$ cat src/rtl/pipe_stage_reg.sv
// -----------------------------------------------------------------------------
// pipe_stage_reg
//
// This is a reusable inter-stage pipeline register with a valid/ready
// handshake. It has one main entry and one skid entry, a synchronous flush,
// and bubble insertion. It replaces the fixed IF/ID, ID/EX, EX/MEM and MEM/WB
// registers. Each boundary sets its own control and data widths.
//
// The main entry always drives the outputs. The skid entry catches the one
// bundle that arrives in the cycle the downstream stalls. This lets in_ready_o
// come from the state register alone, so there is no combinational path from
// out_ready_i to in_ready_o.
//
// Parameters
//   CTRL_W       width of the control bundle (zeroed on bubbles)
//   DATA_W       width of the data bundle
//
// Ports
//   clk_i        clock, all state changes on the rising edge
//   rst_i        asynchronous reset, active low
//   flush_i      synchronous flush, discards every held entry
//   in_valid_i   upstream presents a valid bundle
//   in_ready_o   block can accept a bundle this cycle
//   in_ctrl_i    upstream control bundle
//   in_data_i    upstream data bundle
//   out_valid_o  block presents a valid bundle
//   out_ready_i  downstream accepts this cycle
//   out_ctrl_o   control bundle of the main entry, 0 while out_valid_o = 0
//   out_data_o   data bundle of the main entry (don't-care while not valid)
//   occupancy_o  number of valid entries held: 0, 1 or 2
// -----------------------------------------------------------------------------
module pipe_stage_reg #(
    parameter int CTRL_W = 8,
    parameter int DATA_W = 128
) (
    input  logic              clk_i,
    input  logic              rst_i,
    input  logic              flush_i,
    input  logic              in_valid_i,
    output logic              in_ready_o,
    input  logic [CTRL_W-1:0] in_ctrl_i,
    input  logic [DATA_W-1:0] in_data_i,
    output logic              out_valid_o,
    input  logic              out_ready_i,
    output logic [CTRL_W-1:0] out_ctrl_o,
    output logic [DATA_W-1:0] out_data_o,
    output logic [1:0]        occupancy_o
);

    // The state encodes how many entries are valid. A separate valid bit per
    // entry is not needed, because the skid entry is only valid in FULL.
    typedef enum logic [1:0] {
        ST_EMPTY = 2'd0,
        ST_BUSY  = 2'd1,
        ST_FULL  = 2'd2
    } state_e;

    // This selects where the main entry loads from on the next edge.
    typedef enum logic [1:0] {
        MAIN_HOLD = 2'd0,
        MAIN_IN   = 2'd1,
        MAIN_SKID = 2'd2
    } main_sel_e;

    state_e            state_q;
    state_e            state_d;
    main_sel_e         main_sel;
    logic              skid_load;

    logic [CTRL_W-1:0] main_ctrl_q;
    logic [DATA_W-1:0] main_data_q;
    logic [CTRL_W-1:0] skid_ctrl_q;
    logic [DATA_W-1:0] skid_data_q;

    logic              in_fire;
    logic              out_fire;

    // -------------------------------------------------------------------------
    // Handshake decode. Every output here comes from registers only.
    // -------------------------------------------------------------------------
    assign in_ready_o  = (state_q != ST_FULL);
    assign out_valid_o = (state_q != ST_EMPTY);

    assign in_fire     = in_valid_i & in_ready_o;
    assign out_fire    = out_valid_o & out_ready_i;

    // A bubble must not carry live RegWrite/MemWrite/Branch-type bits, so the
    // control bundle is gated. The data bundle is passed through ungated.
    assign out_ctrl_o  = out_valid_o ? main_ctrl_q : '0;
    assign out_data_o  = main_data_q;

    always_comb begin
        occupancy_o = 2'd0;
        case (state_q)
            ST_BUSY: occupancy_o = 2'd1;
            ST_FULL: occupancy_o = 2'd2;
            default: occupancy_o = 2'd0;
        endcase
    end

    // -------------------------------------------------------------------------
    // Next-state and load-enable logic
    // -------------------------------------------------------------------------
    always_comb begin
        // NOTE: every signal gets a default before any branch, so no path
        // through this block leaves a value unassigned and no latch is inferred.
        state_d   = state_q;
        main_sel  = MAIN_HOLD;
        skid_load = 1'b0;

        if (flush_i) begin
            // Flush overrides everything. An in_fire in this cycle is dropped.
            // An out_fire has already completed downstream, so it needs no
            // special handling.
            state_d = ST_EMPTY;
        end else begin
            case (state_q)
                ST_EMPTY: begin
                    if (in_fire) begin
                        main_sel = MAIN_IN;
                        state_d  = ST_BUSY;
                    end
                end

                ST_BUSY: begin
                    if (in_fire && out_fire) begin
                        // Pass-through: the bundle leaving is replaced by the
                        // bundle arriving, so occupancy stays at 1.
                        main_sel = MAIN_IN;
                    end else if (in_fire) begin
                        // The downstream stalled while a bundle arrived. Park
                        // it in the skid entry so nothing upstream must react
                        // combinationally.
                        skid_load = 1'b1;
                        state_d   = ST_FULL;
                    end else if (out_fire) begin
                        state_d = ST_EMPTY;
                    end
                end

                ST_FULL: begin
                    // in_ready_o is low here, so in_fire cannot occur.
                    if (out_fire) begin
                        main_sel = MAIN_SKID;
                        state_d  = ST_BUSY;
                    end
                end

                default: begin
                    state_d = ST_EMPTY;
                end
            endcase
        end
    end

    // -------------------------------------------------------------------------
    // State register
    // -------------------------------------------------------------------------
    always_ff @(posedge clk_i or negedge rst_i) begin
        // NOTE: sequential state uses non-blocking assignments, so every
        // register samples the pre-edge values regardless of statement order.
        if (!rst_i) begin
            state_q <= ST_EMPTY;
        end else begin
            state_q <= state_d;
        end
    end

    // -------------------------------------------------------------------------
    // Entry storage
    // -------------------------------------------------------------------------
    always_ff @(posedge clk_i or negedge rst_i) begin
        // NOTE: the datapath entries are reset as well as the state, because
        // out_data_o must read 0 straight out of reset. A valid bit alone
        // would not guarantee that.
        if (!rst_i) begin
            main_ctrl_q <= '0;
            main_data_q <= '0;
        end else begin
            case (main_sel)
                MAIN_IN: begin
                    main_ctrl_q <= in_ctrl_i;
                    main_data_q <= in_data_i;
                end
                MAIN_SKID: begin
                    main_ctrl_q <= skid_ctrl_q;
                    main_data_q <= skid_data_q;
                end
                default: begin
                    main_ctrl_q <= main_ctrl_q;
                    main_data_q <= main_data_q;
                end
            endcase
        end
    end

    always_ff @(posedge clk_i or negedge rst_i) begin
        if (!rst_i) begin
            skid_ctrl_q <= '0;
            skid_data_q <= '0;
        end else if (skid_load) begin
            skid_ctrl_q <= in_ctrl_i;
            skid_data_q <= in_data_i;
        end
    end

    // -------------------------------------------------------------------------
    // Structural invariants
    // -------------------------------------------------------------------------
    a_state_legal : assert property (
        @(posedge clk_i) disable iff (!rst_i) state_q != 2'd3
    );

    a_no_accept_when_full : assert property (
        @(posedge clk_i) disable iff (!rst_i) (state_q == ST_FULL) |-> !in_fire
    );

    a_bubble_ctrl_zero : assert property (
        @(posedge clk_i) disable iff (!rst_i) !out_valid_o |-> (out_ctrl_o == '0)
    );

endmodule

$ cat config.mk
export PLATFORM = sky130hd
export DESIGN_NAME = pipe_stage_reg
export DESIGN_NICKNAME = d
export VERILOG_FILES = /design/src/rtl/pipe_stage_reg.sv
export SDC_FILE = /design/constraint.sdc
export NUM_CORES = 1
export LEC_CHECK = 0
export CAP_MARGIN = 40
export CORE_MARGIN = 2
export CORE_UTILIZATION = 45
export CTS_BUF_LIST = sky130_fd_sc_hd__clkbuf_8
export DETAILED_ROUTE_END_ITERATION = 12
export PLACE_DENSITY = 0.77
export SLEW_MARGIN = 10
export SYNTH_ARGS = -nofsm -noshare
export SYNTH_HDL_FRONTEND = slang
export SYNTH_SLANG_ARGS = --single-unit
$ cat constraint.sdc
create_clock -name clk_i -period 1.9 [get_ports clk_i]
set_input_delay 0.285 -clock clk_i [delete_from_list [all_inputs] [get_ports clk_i]]
set_output_delay 0.285 -clock clk_i [all_outputs]
set_load 0.02 [all_outputs]
Word-level counts from Yosys, hierarchy flattened --
Cells that the tools add are included.
Storage, ports and cells: register bits after elaboration 274, input port bits 141, logic and storage cells 41
Operators by class: equal/unequal tests 9, muxes and demuxes 20, bitwise operators 2, reductions and logical operators 5
Operator list (number):
- case mux 128 bit (2 select lines) | 1
- two-way mux 2 bit | 8
- case mux 8 bit (2 select lines) | 1
- case mux 2 bit (3 select lines) | 2
- inequality test 3 bit (second input constant) | 3
- two-way mux 8 bit | 1
- two-way mux 1 bit | 6
- == test 2 x 1 -> 1 bit (second input constant) | 2
- == test 2 bit (second input constant) | 2
- inequality test 4 bit (second input constant) | 1
- case mux 2 bit (2 select lines) | 1
- AND reduction 4 bit | 1
- nonzero test 2 bit | 2
- AND 1 bit | 2
- logical NOT 2 bit | 1
- inequality test 2 bit (second input constant) | 1
- logical AND 1 bit | 1

Depth between registers and ports, before layout --
word-level depth 8, depth in mapped cells 9

Worst setup path after synthesis --
No wires, ideal clock.
path kind reg2reg, start reg state_q[1], end reg main_data_q[103], in the netlist out_data_o[103], setup time 0.135 ns, arrival time 2.397 ns, setup slack -0.632 ns, stages on the path, launching flop included 10, buffers on the path 3, clock period less this slack 2.532 ns, cells stage by stage dfrtp_1 -> nor2b_1 -> inv_1 -> nor3b_1 -> ha_1 -> buf_2 -> buf_2 -> buf_2 -> mux2i_1 -> o21ai_0
Between the ends: cells in the longest elaborated chain, start to end 8
Ends and longest elaborated chain:
- start: declaration | RTL line 65 | state_e state_q;
- start signal: assignment | RTL line 165 | state_q <= state_d;
- inequality test 2 bit * | RTL line 81 | assign in_ready_o = (state_q != ST_FULL);
- via in_ready_o | RTL line 40 | output logic in_ready_o,
- AND 1 bit * | RTL line 84 | assign in_fire = in_valid_i & in_ready_o;
- logical AND 1 bit | RTL line 126 | if (in_fire && out_fire) begin
- two-way mux 1 bit | RTL line 126
- case mux 2 bit (3 select lines) * | RTL line 117 | case (state_q)
- two-way mux 2 bit * | RTL line 111 | if (flush_i) begin
- == test 2 bit / == test 2 x 1 -> 1 bit (equally long branches) | RTL line 180 | case (main_sel)
- case mux 128 bit (2 select lines) / nonzero test 2 bit (equally long branches)
- end signal: assignment | RTL line 183 | main_data_q <= in_data_i;
- end signal: assignment | RTL line 187 | main_data_q <= skid_data_q;
- end signal: assignment | RTL line 191 | main_data_q <= main_data_q;
- end: declaration | RTL line 71 | logic [DATA_W-1:0] main_data_q;
Mark *: on every way through the listed nets, which the timed path passes. The rest lies on a longest branch. A chain may end at the register's enable or synchronous reset.

Worst setup path in the final report --
start reg state_q[1], end reg main_data_q[10], in the netlist out_data_o[10]
Between the ends: cells in the longest elaborated chain, start to end 8
Ends and longest elaborated chain (RTL line):
- inequality test 2 bit / nonzero test 2 bit (equally long branches) | 81, 82
- AND 1 bit (on tied branches) | 84, 85
- logical AND 1 bit | 126
- two-way mux 1 bit | 126
- case mux 2 bit (3 select lines) * | 117
- two-way mux 2 bit * | 111
- == test 2 bit / == test 2 x 1 -> 1 bit (equally long branches) | 180
- case mux 128 bit (2 select lines) / nonzero test 2 bit (equally long branches)
Mark *: on every way between the ends. The rest lies on a longest branch, timed or not.

==> out/results.tsv <==
stage	metric	value	unit
grt	antenna_found_initial	0	
routing	postRouteWirelength	27700	um
cells_and_area	area_growth	40.2	%
routing	ant_nets	0	
place	place_hpwl	18900	um
clock_network	cts_tree	done	
critical_path	reg2reg_to	out_data_o[10]	
timing	max_freq	519	MHz
synth	synth_area	11600	um2
critical_path	slowest_stage	dfrtp_2	
critical_path	crit_path_cell_trace	nor2b_4 -> inv_4 -> nor3b_4 -> ha_4 -> buf_12 -> buf_12 -> mux2i_1 -> o21ai_0	
clock_network	htree_levels	2	
synth	syn_inst	905	
clock_network	root_buffer	clkbuf_8	
routing	drc	0	
clock_network	cts_sinks	274	
timing	clock-skew-final	11.7	ps
grt	gr-total-overflow	0	
timing	min_period_over_period	101	%
grt	grt_pass1_wl	43100	um
status	violations	setup timing	
floorplan	initial_core_util	45.9	%
critical_path	worstSetupPathType	reg -> reg	
cells_and_area	fin_nets	1383	
place	placed_area	15200	um2
place	io_buffers	280	
routing	first_pass_iters	4	
floorplan	die-area	27000	um2
floorplan	die_h	164	um
grt	grt_max_degree	71	
routing	drt-initial-drc-count	458	
cells_and_area	seq_area	6860	um2
synth	syn-num-nets	1047	
flow_run	cap_violations	0	
cells_and_area	final_cells	1601	
place	dp_slack	-320	ps
critical_path	critPathTopFamily	simple AND/OR/NAND/NOR gates	
routing	via_count	8137	
synth	synth_cell_types	23	
critical_path	start_kind	flip-flop	
timing	drv_slew	0	
grt	track_usage	20.0	%
cells_and_area	drive_above_1_share	22.6	%
critical_path	path_buf_inv	3	
timing	rsz0062_at_grt	true	
clock_network	clock_path_buffers	3	
timing	hold_viol	0	
status	status	finished with violations	
power_and_ir_drop	peakVddDrop	0.819	mV
floorplan	core_area	25200	um2
clock_network	clk_latency	520	ps
critical_path	cp-end-kind	flip-flop	
clock_network	cts_inserted_buffers	45	
cells_and_area	post-route-util	64.3	%
routing	wire_per_inst	17.3	um
place	placed_cells	1515	
critical_path	cp.depth	8	
timing	max_slew_margin	69.1	%
floorplan	rows	58	
synth	ys.warnings.count	0	
cells_and_area	fill_cells	1884	
floorplan	die_x	164	um
critical_path	worst_r2r_path_depth	8	
power_and_ir_drop	power_leakage	7.12	nW
power_and_ir_drop	powerDensity	1010	nW/um2
cells_and_area	diodes	0	
synth	avgSynthCellArea	12.8	um2
synth	seq_area_frac_synth	59.3	%
cells_and_area	design_area	16200	um2
critical_path	worstPathArrival	2310	ps
critical_path	critPathMaxStageDelay	420	ps
grt	grt_pass1_vias	8269	
critical_path	required	2280	ps
routing	vias_per_cell	5.08	
cells_and_area	multi_input_area	4460	um2
critical_path	r2r_start	state_q[1]	
synth	synth-seq-cells	274	
clock_network	clk_pin_slew	60	ps
critical_path	cpMostUsedCell	buf_12	
critical_path	cp_max_fo	15	
timing	worst_slack	-28.2	ps
timing	setup_tns	-86.7	ps
place	routabilityCongestion	0.818	
timing	worst-slew-pin-transition	464	ps
timing	fin_crit	1930	ps
floorplan	ios	281	
min_path	hold_class	in -> async	
critical_path	rrSetupSlack	-30	ps
timing	setup_viol	8	
## metrics by stage
step	hold slack [ps]	power [mW]
5_1_grt	192	17.2
6_report	211	16.4
4_1_cts	192	16.5
2_1_floorplan	-10.6	9.73
3_5_place_dp	161	11.7
3_3_place_gp	161	11.5
## placed cells by master, fill, tap and decap left out, drive strengths merged, types with 2 or more instances in the layout
cell	count
dfrtp	274
nand2	136
nor2	2
clkbuf	56
nor2b	10
clkdlybuf4s50	265
o21ai	137
nor3b	2
clkinv	3
mux2i	136
a21oi	2
mux2	136
dlymetal6s2s	2
buf	76
inv	25
## cell type report
cell class / count / share of cell area, %
Inverter: 4 / 0.108
Multi-Input combinational cell: 567 / 27.6
Sequential cell: 274 / 42.3
Clock buffer: 53 / 4.50
Timing Repair Buffer: 349 / 22.4
Tap cell: 330 / 2.55
Clock inverter: 24 / 0.579
## worst max path at each step
| stage | from | to | slack, ps |
|---|---|---|---|
| final | state_q[1] | out_data_o[10] | -30 |
| after detailed placement | flush_i | out_data_o[124] | -320 |
| after global routing | state_q[1] | out_data_o[127] | -80 |
| after CTS | state_q[0] | out_ctrl_o[2] | -60 |
| after global placement | flush_i | out_data_o[115] | -270 |
| after floorplan | state_q[1] | out_data_o[103] | 2 |
## timing repair
action / in CTS / in global routing
cloned: 0 / 4
hold buffers: 1 / 0
hold endpoints to repair: 236 / 0
pin swaps: 0 / 2
gates resized for setup: 45 / 79
setup buffers: 0 / 4
setup endpoints to repair: 122 / 128
## metal layers
layer | routed length, um | global-route usage (%)
met5 | 0 | 0
met4 | 783 | 6.78
met1 | 12200 | 26.9
met2 | 12700 | 31.7
met3 | 2050 | 5.03
## flip-flops by register name, summed over array words and instances, names as in the netlist
| signal | flops |
|---|---|
| state_q | 2 |
| skid_data_q | 128 |
| main_ctrl_q | 8 |
| skid_ctrl_q | 8 |
| out_data_o | 128 |
## kinds of logic (layout without fill, tap and decap cells)
kind of cell / Yosys count / count (layout) / synth area share, %
flip-flops: 274 / 274 / 59.3
buffers and inverters: 64 / 430 / 2.69
AO/OA/AOI/OAI: 141 / 141 / 6.14
adder cells (fa/ha/maj): 1 / 1 / 0.108
AND/OR/NAND/NOR: 153 / 153 / 5.38
multiplexers: 272 / 272 / 26.3
## power breakdown
group          leakage (nW)  internal [mW]  switching (mW)
logic                  3.23           2.13            1.66
registers              3.38           7.12           0.710
clock network         0.505           2.51            2.24
total                  7.12           11.8            4.61
## cells in the mapped netlist
master	n	share of area [%]
a21oi_1	2	0.087
a31oi_1	1	0.054
buf_1	2	0.065
buf_2	23	1.0
buf_4	1	0.065
buf_6	5	0.49
clkbuf_1	29	0.94
dfrtp_1	274	59
ha_1	1	0.11
inv_1	4	0.13
mux2_2	96	9.4
mux2_4	40	5.2
mux2i_1	136	12
nand2_1	136	4.4
nand3b_1	1	0.065
nor2_1	2	0.065
nor2b_1	10	0.54
nor3_1	1	0.043
nor3b_1	1	0.065
nor3b_2	1	0.11
nor4b_1	1	0.076
o211ai_1	1	0.065
o21ai_0	137	5.9
Note: power is estimated with default switching activity, not from simulation.
